File: config.mk
export PLATFORM = sky130hd
export DESIGN_NAME = uart_tx_serializer
export DESIGN_NICKNAME = d
export VERILOG_FILES = /design/src/rtl/uart_pkg.sv /design/src/rtl/parity_calc.sv /design/src/rtl/uart_tx_serializer.sv
export SDC_FILE = /design/constraint.sdc
export NUM_CORES = 1
export LEC_CHECK = 0
export ABC_AREA = 1
export BUFFER_PORTS_ARGS = -buffer_cell sky130_fd_sc_hd__buf_4
export CAP_MARGIN = 0
export CORE_MARGIN = 2
export CORE_UTILIZATION = 35
export DETAILED_ROUTE_END_ITERATION = 10
export GPL_TIMING_DRIVEN = 1
export PLACE_DENSITY = 0.51
export SYNTH_ARGS = -nofsm -noshare
export SYNTH_HDL_FRONTEND = slang
export SYNTH_SLANG_ARGS = --single-unit
File: constraint.sdc
create_clock -name i_clk -period 3.2 [get_ports i_clk]
set_clock_uncertainty 0.1 [all_clocks]
set_input_delay 0.48 -clock i_clk [delete_from_list [all_inputs] [get_ports i_clk]]
set_output_delay 0.48 -clock i_clk [all_outputs]
set_load 0.1 [all_outputs]
File: src/rtl/uart_pkg.sv
// UART shared definitions: FSM state encoding, parity selectors and line idle level.
// Pure declarations; no latency or backpressure of its own.
package uart_pkg;

    typedef enum logic [2:0] {
        IDLE   = 3'd0,
        START  = 3'd1,
        DATA   = 3'd2,
        PARITY = 3'd3,
        STOP   = 3'd4
    } uart_state_t;

    localparam logic PAR_EVEN      = 1'b0;
    localparam logic PAR_ODD       = 1'b1;
    localparam logic UART_IDLE_LVL = 1'b1;

endpackage

File: src/rtl/parity_calc.sv
// Parity bit generator for a data word, shared by TX insertion and RX checking.
// Purely combinational, zero latency; no flow control.
module parity_calc
    import uart_pkg::*;
#(
    parameter int DATA_WIDTH = 8
) (
    input  logic [DATA_WIDTH-1:0] data,
    input  logic                  par_typ,
    output logic                  par_bit
);

    assign par_bit = (par_typ == PAR_ODD) ? ~^data : ^data;

endmodule

File: src/rtl/uart_tx_serializer.sv
// UART transmitter: start, DATA_WIDTH bits LSB first, optional parity, stop; one i_clk per bit.
// Line goes low on the edge that accepts i_data_valid in IDLE; requests while busy are dropped.
module uart_tx_serializer
    import uart_pkg::*;
#(
    parameter int DATA_WIDTH = 8
) (
    input  logic                  i_clk,
    input  logic                  i_rst,
    input  logic [DATA_WIDTH-1:0] i_data,
    input  logic                  i_data_valid,
    input  logic                  i_par_en,
    input  logic                  i_par_typ,
    output logic                  o_tx_out,
    output logic                  o_busy
);

    localparam int CW = (DATA_WIDTH > 1) ? $clog2(DATA_WIDTH) : 1;
    localparam logic [CW-1:0] LAST_BIT = CW'(DATA_WIDTH - 1);

    uart_state_t           state, state_nxt;
    logic [CW-1:0]         cnt, cnt_nxt;
    logic [DATA_WIDTH-1:0] data_reg;
    logic                  par_en_reg;
    logic                  par_typ_reg;
    logic                  tx_reg, tx_nxt;
    logic                  busy_reg, busy_nxt;
    logic                  par_bit;

    parity_calc #(.DATA_WIDTH(DATA_WIDTH)) u_parity (
        .data    (data_reg),
        .par_typ (par_typ_reg),
        .par_bit (par_bit)
    );

    // Outputs are registered from the next state, so the line shows each bit
    // in the same cycle the FSM occupies that bit's state.
    always_comb begin
        state_nxt = state;
        cnt_nxt   = cnt;
        tx_nxt    = UART_IDLE_LVL;
        busy_nxt  = 1'b0;
        case (state)
            IDLE: begin
                if (i_data_valid) begin
                    state_nxt = START;
                    tx_nxt    = 1'b0;
                    busy_nxt  = 1'b1;
                end
            end
            START: begin
                state_nxt = DATA;
                cnt_nxt   = '0;
                tx_nxt    = data_reg[0];
                busy_nxt  = 1'b1;
            end
            DATA: begin
                busy_nxt = 1'b1;
                if (cnt == LAST_BIT) begin
                    if (par_en_reg) begin
                        state_nxt = PARITY;
                        tx_nxt    = par_bit;
                    end else begin
                        state_nxt = STOP;
                    end
                end else begin
                    cnt_nxt = cnt + CW'(1);
                    tx_nxt  = data_reg[cnt_nxt];
                end
            end
            PARITY: begin
                state_nxt = STOP;
                busy_nxt  = 1'b1;
            end
            STOP: begin
                state_nxt = IDLE;
            end
            default: begin
                state_nxt = IDLE;
            end
        endcase
    end

    always_ff @(posedge i_clk) begin
        if (i_rst) begin
            state       <= IDLE;
            cnt         <= '0;
            data_reg    <= '0;
            par_en_reg  <= 1'b0;
            par_typ_reg <= PAR_EVEN;
            tx_reg      <= UART_IDLE_LVL;
            busy_reg    <= 1'b0;
        end else begin
            state    <= state_nxt;
            cnt      <= cnt_nxt;
            tx_reg   <= tx_nxt;
            busy_reg <= busy_nxt;
            if (state == IDLE && i_data_valid) begin
                data_reg    <= i_data;
                par_en_reg  <= i_par_en;
                par_typ_reg <= i_par_typ;
            end
        end
    end

    assign o_tx_out = tx_reg;
    assign o_busy   = busy_reg;

endmodule

==> results of run 1 <==
## synthesized netlist by cell type, types with 2 or more instances
master,number,area [sq um]
a211oi_2,6,75.07
a21oi_1,9,45.04
clkbuf_1,2,7.510
dfxtp_1,18,360.4
ha_1,2,25.02
inv_1,16,60.06
nand2_1,40,150.1
nand3_1,15,75.07
nor2_1,9,33.78
nor3_1,5,25.02
o211ai_1,2,15.01
xnor2_1,2,17.52
xor2_1,2,17.52
## tightest hold or removal path, delay by kind of cell
| kind | cells | cell delay, ns |
|---|---|---|
| compound gates | 1 | 0.06 |
| buf+inv | 1 | 0.11 |
| simple gates | 1 | 0.06 |
## kinds of logic (layout without fill, tap and decap cells)
family | count (synthesis) | count (layout) | synth area share
compound gates | 20 | 20 | 0.1578
xor+xnor | 4 | 4 | 0.03536
fa+ha+maj | 2 | 2 | 0.02525
buf+inv | 19 | 34 | 0.07955
flops | 18 | 18 | 0.3636
simple gates | 74 | 74 | 0.3384
## metrics by stage
step / power [W] / instance area, sq um / util
2_1_floorplan: 0.0007282 / 991.0 / -
3_3_place_gp: 0.0008071 / 1116 / 0.4082
3_5_place_dp: 0.0008089 / 1116 / 0.4082
4_1_cts: 0.0009548 / 1152 / 0.4215
5_1_grt: 0.001033 / 1152 / 0.4215
6_report: 0.0009458 / 1152 / 0.4215
## path summary, 6_finish.rpt
| check | slack, ns | end | startpoint |
|---|---|---|---|
| max | 1.70 | cnt[2] | cnt[0] |
| min | 0.34 | data_reg[5] | i_data[5] |
| max reg2reg | 1.70 | cnt[2] | cnt[0] |
| min reg2reg | 0.38 | cnt[1] | cnt[1] |
## final cells by class
type | count | area (sq um) | share of cell area
multi-input cells | 100 | 551.8 | 0.4788
flip-flops and latches | 18 | 360.3 | 0.3127
repair buffers | 14 | 105.1 | 0.09121
inverters | 16 | 60.06 | 0.05212
well taps | 31 | 38.79 | 0.03366
clock buffers | 4 | 36.28 | 0.03149
## routing by layer
layer / share of wire / vias to the layer above
met5: 0 / -
met4: 0.0087 / 0
met3: 0.058 / 2
met2: 0.45 / 19
met1: 0.49 / 403
li1: - / 479
## power by group
part	switching, W	internal [W]	total, W
Sequential	0.0000637	0.000282	0.000346
Clock	0.0000755	0.0000694	0.000145
Combinational	0.000293	0.000162	0.000455
==> results.sh, run 1 <==
export IMPL_drc=0
export IMPL_p_per_area_nw_per_um2=820.7
export IMPL_setup_viol_count_final=0
export IMPL_ir_drop_mv=0.5087
export IMPL_grt_pass1_vias=796
export IMPL_cp_arrival_ns=1.63
export IMPL_start_util=0.3625
export IMPL_vias=903
export IMPL_tightest_slew_ns=0.3321
export IMPL_rsz0062_at_grt="no"
export IMPL_overflow=0
export IMPL_avgViaCountPerCell=4.934
export IMPL_clock_sinks=18
export IMPL_syn_inst=137
export IMPL_cts_buffers=3
export IMPL_clock_latency_ns=0.30
export IMPL_critPathMostFrequentCell="ha_1"
export IMPL_hold_viol_final=0
export IMPL_critPathLaunchType="flop"
export IMPL_mostFrequentLayoutCell="nand2_1"
export IMPL_yosys_warnings=0
export IMPL_leakage_nw=0.5049
export IMPL_status="complete, no violations"
export IMPL_synthFlopType="dfxtp_1"
export IMPL_grt_max_degree=18
export IMPL_async_reset_ff_frac=0
export IMPL_htreeDepth=1
export IMPL_synthesis_nets=152
export IMPL_antenna_found_initial=0
export IMPL_largest_reg_flops=8
export IMPL_synth_cell_area_sq_um=991.0
export IMPL_syn_to_final_growth_pct=16.29
export IMPL_io_buffers=14
export IMPL_place_hpwl_mm=1.483
export IMPL_clockBufferDepth=2
export IMPL_grt_pass1_wl_mm=3.470
export IMPL_crit_type="flop to flop"
export IMPL_whs_path_depth=3
export IMPL_die_x_um=57.21
export IMPL_hold_ws_ns=0.3378
export IMPL_gp_congestion=0.8364
export IMPL_critPathMaxStageDelay_ns=0.38
export IMPL_synth_edf_count=0
export IMPL_rows=19
export IMPL_cp_slowest_cell="dfxtp_1"
export IMPL_cp_top_family="adder cells"
export IMPL_cts_tree="done"
export IMPL_root_buffer="clkbuf_4"
export IMPL_period_share=0.4681
export IMPL_fillers=281
export IMPL_grt_use_met1=0.1919
export IMPL_wl_mm=1.960
export IMPL_placeableCoreArea_sq_um=2734
export IMPL_detail_route_antenna_nets=0
export IMPL_ctsHoldBuffers=0
export IMPL_cp_data_required_time_ns=3.33
export IMPL_cap_violations=0
export IMPL_max_slew_margin=0.7779
export IMPL_ioPinCount=15
export IMPL_rr_worst_depth=7
export IMPL_grtUsageMet3=0.04762
export IMPL_nets=168
export IMPL_grt_busiest_layer="met2"
export IMPL_drive_gt1_frac=0.1842
export IMPL_layout_cells_non_filler=183
export IMPL_hold_path_class="input pin to flop"
export IMPL_firstDrtPassIters=4
export IMPL_cts_resized_gates=0
export IMPL_postSynthAreaPerCell_sq_um=7.233
export IMPL_die_h_um=57.21
export IMPL_finalSetupTns_ns=0
export IMPL_finalMaxSlewViolations=0
export IMPL_crit_path_end_kind="flop"
export IMPL_final_cell_mix="nand2_1, dfxtp_1, inv_1, nand3_1, buf_4"
export IMPL_grt_usage=0.1353
export IMPL_ys_ff_latch=18
export IMPL_ys_seq_area_frac=0.3636
export IMPL_dp_cells=179
export IMPL_antennaDiodeCount=0
export IMPL_path_max_fanout=6
export IMPL_dieArea_sq_um=3273
export IMPL_finalWorstSetupSlack_ns=1.702
export IMPL_pre_cts_ws_ns=1.737
export IMPL_worstPathCellList="ha_1 > ha_1 > nor2_1 > nor2_2 > inv_1 > nand3_1 > a21oi_1"
export IMPL_use_met2=0.1987
export IMPL_post_cts_buffers=0
export IMPL_clk_transition_reported_paths_ns=0.11
export IMPL_path_buf_inv=1
export IMPL_fmax_mhz=667.6
export IMPL_routedWlPerCell_um=10.71
export IMPL_drt_first_iter_violations=26
export IMPL_path_depth=7
export IMPL_synth_cell_types=22
export IMPL_fin_crit_ns=1.498
Note: power is estimated with default switching activity, not from simulation.
==> run 2: changes to the inputs <==
==> constraint.sdc (replaced) <==
create_clock -name i_clk -period 1.4 [get_ports i_clk]
set_clock_uncertainty 0.1 [all_clocks]
set_input_delay 0.21 -clock i_clk [delete_from_list [all_inputs] [get_ports i_clk]]
set_output_delay 0.21 -clock i_clk [all_outputs]
set_load 0.1 [all_outputs]
==> run 2 against run 1 <==
- combinational power grew to 2.6 times the previous value
- die area stayed put
- global-route usage is 0.47 points higher
- sequential power is 130% higher
- critical path depth is 1 lower
- power is 140% higher
- sequential share of layout area is 1.1 points lower
- hold slack worse by 0.26 ns
- setup slack worse by 1.6 ns
- clock power is 83% higher
- register-to-register slack worse by 1.6 ns
- final area is 4.8% higher
==> results.sh, run 2 (same netlist as run 1, synthesis figures left out) <==
export IMPL_status="complete, no violations"
export IMPL_nets=171
export IMPL_leakage_nw=0.5125
export IMPL_fin_crit_ns=1.302
export IMPL_grt_pass1_vias=812
export IMPL_crit_path_end_kind="flop"
export IMPL_placeableCoreArea_sq_um=2734
export IMPL_routedWlPerCell_um=10.99
export IMPL_antennaDiodeCount=0
export IMPL_overflow=0
export IMPL_detail_route_antenna_nets=0
export IMPL_critPathLaunchType="flop"
export IMPL_ioPinCount=15
export IMPL_htreeDepth=1
export IMPL_wl_mm=2.034
export IMPL_dieArea_sq_um=3273
export IMPL_design_area_sq_um=1207
export IMPL_drc=0
export IMPL_ctsHoldBuffers=0
export IMPL_finalMaxSlewViolations=0
export IMPL_period_share=0.9298
export IMPL_place_hpwl_mm=1.497
export IMPL_p_per_area_nw_per_um2=1841
export IMPL_cap_violations=0
export IMPL_firstDrtPassIters=4
export IMPL_fillers=277
export IMPL_cp_data_required_time_ns=1.55
export IMPL_ff_latch_area_sq_um=364.1
export IMPL_dp_cells=182
export IMPL_tightest_slew_ns=0.2642
export IMPL_die_h_um=57.21
export IMPL_post_cts_buffers=0
export IMPL_vias=905
export IMPL_clk_transition_reported_paths_ns=0.10
export IMPL_drive_gt1_frac=0.2468
export IMPL_start_util=0.3625
export IMPL_clock_latency_ns=0.29
export IMPL_multi_input_area_sq_um=594.3
export IMPL_mostFrequentLayoutCell="nand2_1"
export IMPL_clock_sinks=18
export IMPL_hold_viol_final=0
export IMPL_rows=19
export IMPL_hold_path_class="input pin to flop"
export IMPL_cts_tree="done"
export IMPL_finalSetupTns_ns=0
export IMPL_path_max_fanout=3
export IMPL_gp_congestion=0.7470
export IMPL_io_buffers=14
export IMPL_die_x_um=57.21
export IMPL_root_buffer="clkbuf_4"
export IMPL_drt_first_iter_violations=31
export IMPL_power_total_w=0.002223
export IMPL_hold_ws_ns=0.08034
export IMPL_antenna_found_initial=0
export IMPL_cp_arrival_ns=1.45
export IMPL_avgViaCountPerCell=4.892
export IMPL_layout_cells_non_filler=185
export IMPL_setup_viol_count_final=0
export IMPL_cts_buffers=3
export IMPL_grt_usage=0.1400
export IMPL_grt_max_degree=18
export IMPL_clockBufferDepth=2
export IMPL_ir_drop_mv=1.138
export IMPL_grt_pass1_wl_mm=3.560
export IMPL_fmax_mhz=768.3
export IMPL_syn_to_final_growth_pct=21.84
export IMPL_max_slew_margin=0.8229
export IMPL_place_area_sq_um=1139
export IMPL_crit_type="flop to flop"
export IMPL_final_cell_mix="nand2_1, buf_4, inv_1, nand3_1, dfxtp_1"
export IMPL_rsz0062_at_grt="no"
export IMPL_largest_reg_flops=8
## run 2: cell types whose count changed in the layout (fill, tap and decap cells not counted), moves of 2 or more
cell	delta
nor2_4	+2
buf_4	+3
ha_1	-2
dfxtp_1	-3
dfxtp_2	+3
ha_4	+2
## run 2: area by class of cell
cell class	count	share of cell area
Tap cell	31	0.03212
Timing Repair Buffer	17	0.1057
Sequential cell	18	0.3016
Multi-Input combinational cell	100	0.4922
Inverter	16	0.04974
Clock buffer	3	0.01865
## run 2: worst max-delay path, stage by stage (launching register included)
cell and delay, ns:
dfxtp_1 0.35, ha_4 0.17, ha_4 0.27, nand3_1 0.08
a31oi_1 0.16, nand2_1 0.07, nand2_1 0.06
## run 2: metal layers
metal  part of all wire  up-vias  track usage
met5                  0        -            0
met2               0.44       17       0.2151
met1               0.51      401       0.1877
met3              0.038        2      0.04762
li1                   -      485            -
met4             0.0084        0      0.03987
## run 2: worst paths after layout
kind,endpoint,startpoint,cells past startpoint,slack (ns)
hold reg to reg,par_typ_reg,par_typ_reg,2,0.41
hold / removal,data_reg[0],i_data[0],3,0.08
setup reg to reg,o_tx_out,cnt[1],6,0.1
setup / recovery,o_tx_out,cnt[1],6,0.1
## run 2: power breakdown
| group | switching, W | internal (W) |
|---|---|---|
| combinational | 0.000723 | 0.000450 |
| sequential | 0.000133 | 0.000650 |
| clock | 0.000166 | 0.000100 |
| total | 0.00102 | 0.00120 |
## run 2: per-stage QoR
step	utilization	setup slack (ns)
global placement	0.4165	0.01645
global route	0.4416	0.01541
finish	0.4416	0.09834
CTS	0.4302	0.04436
detailed placement	0.4165	0.0002768
floorplan	-	0.05528
## run 2: repair_timing
action,4_1_cts,5_1_grt
pin swaps,1,0
endpoints found under the setup margin,4,4
resized for setup,2,9
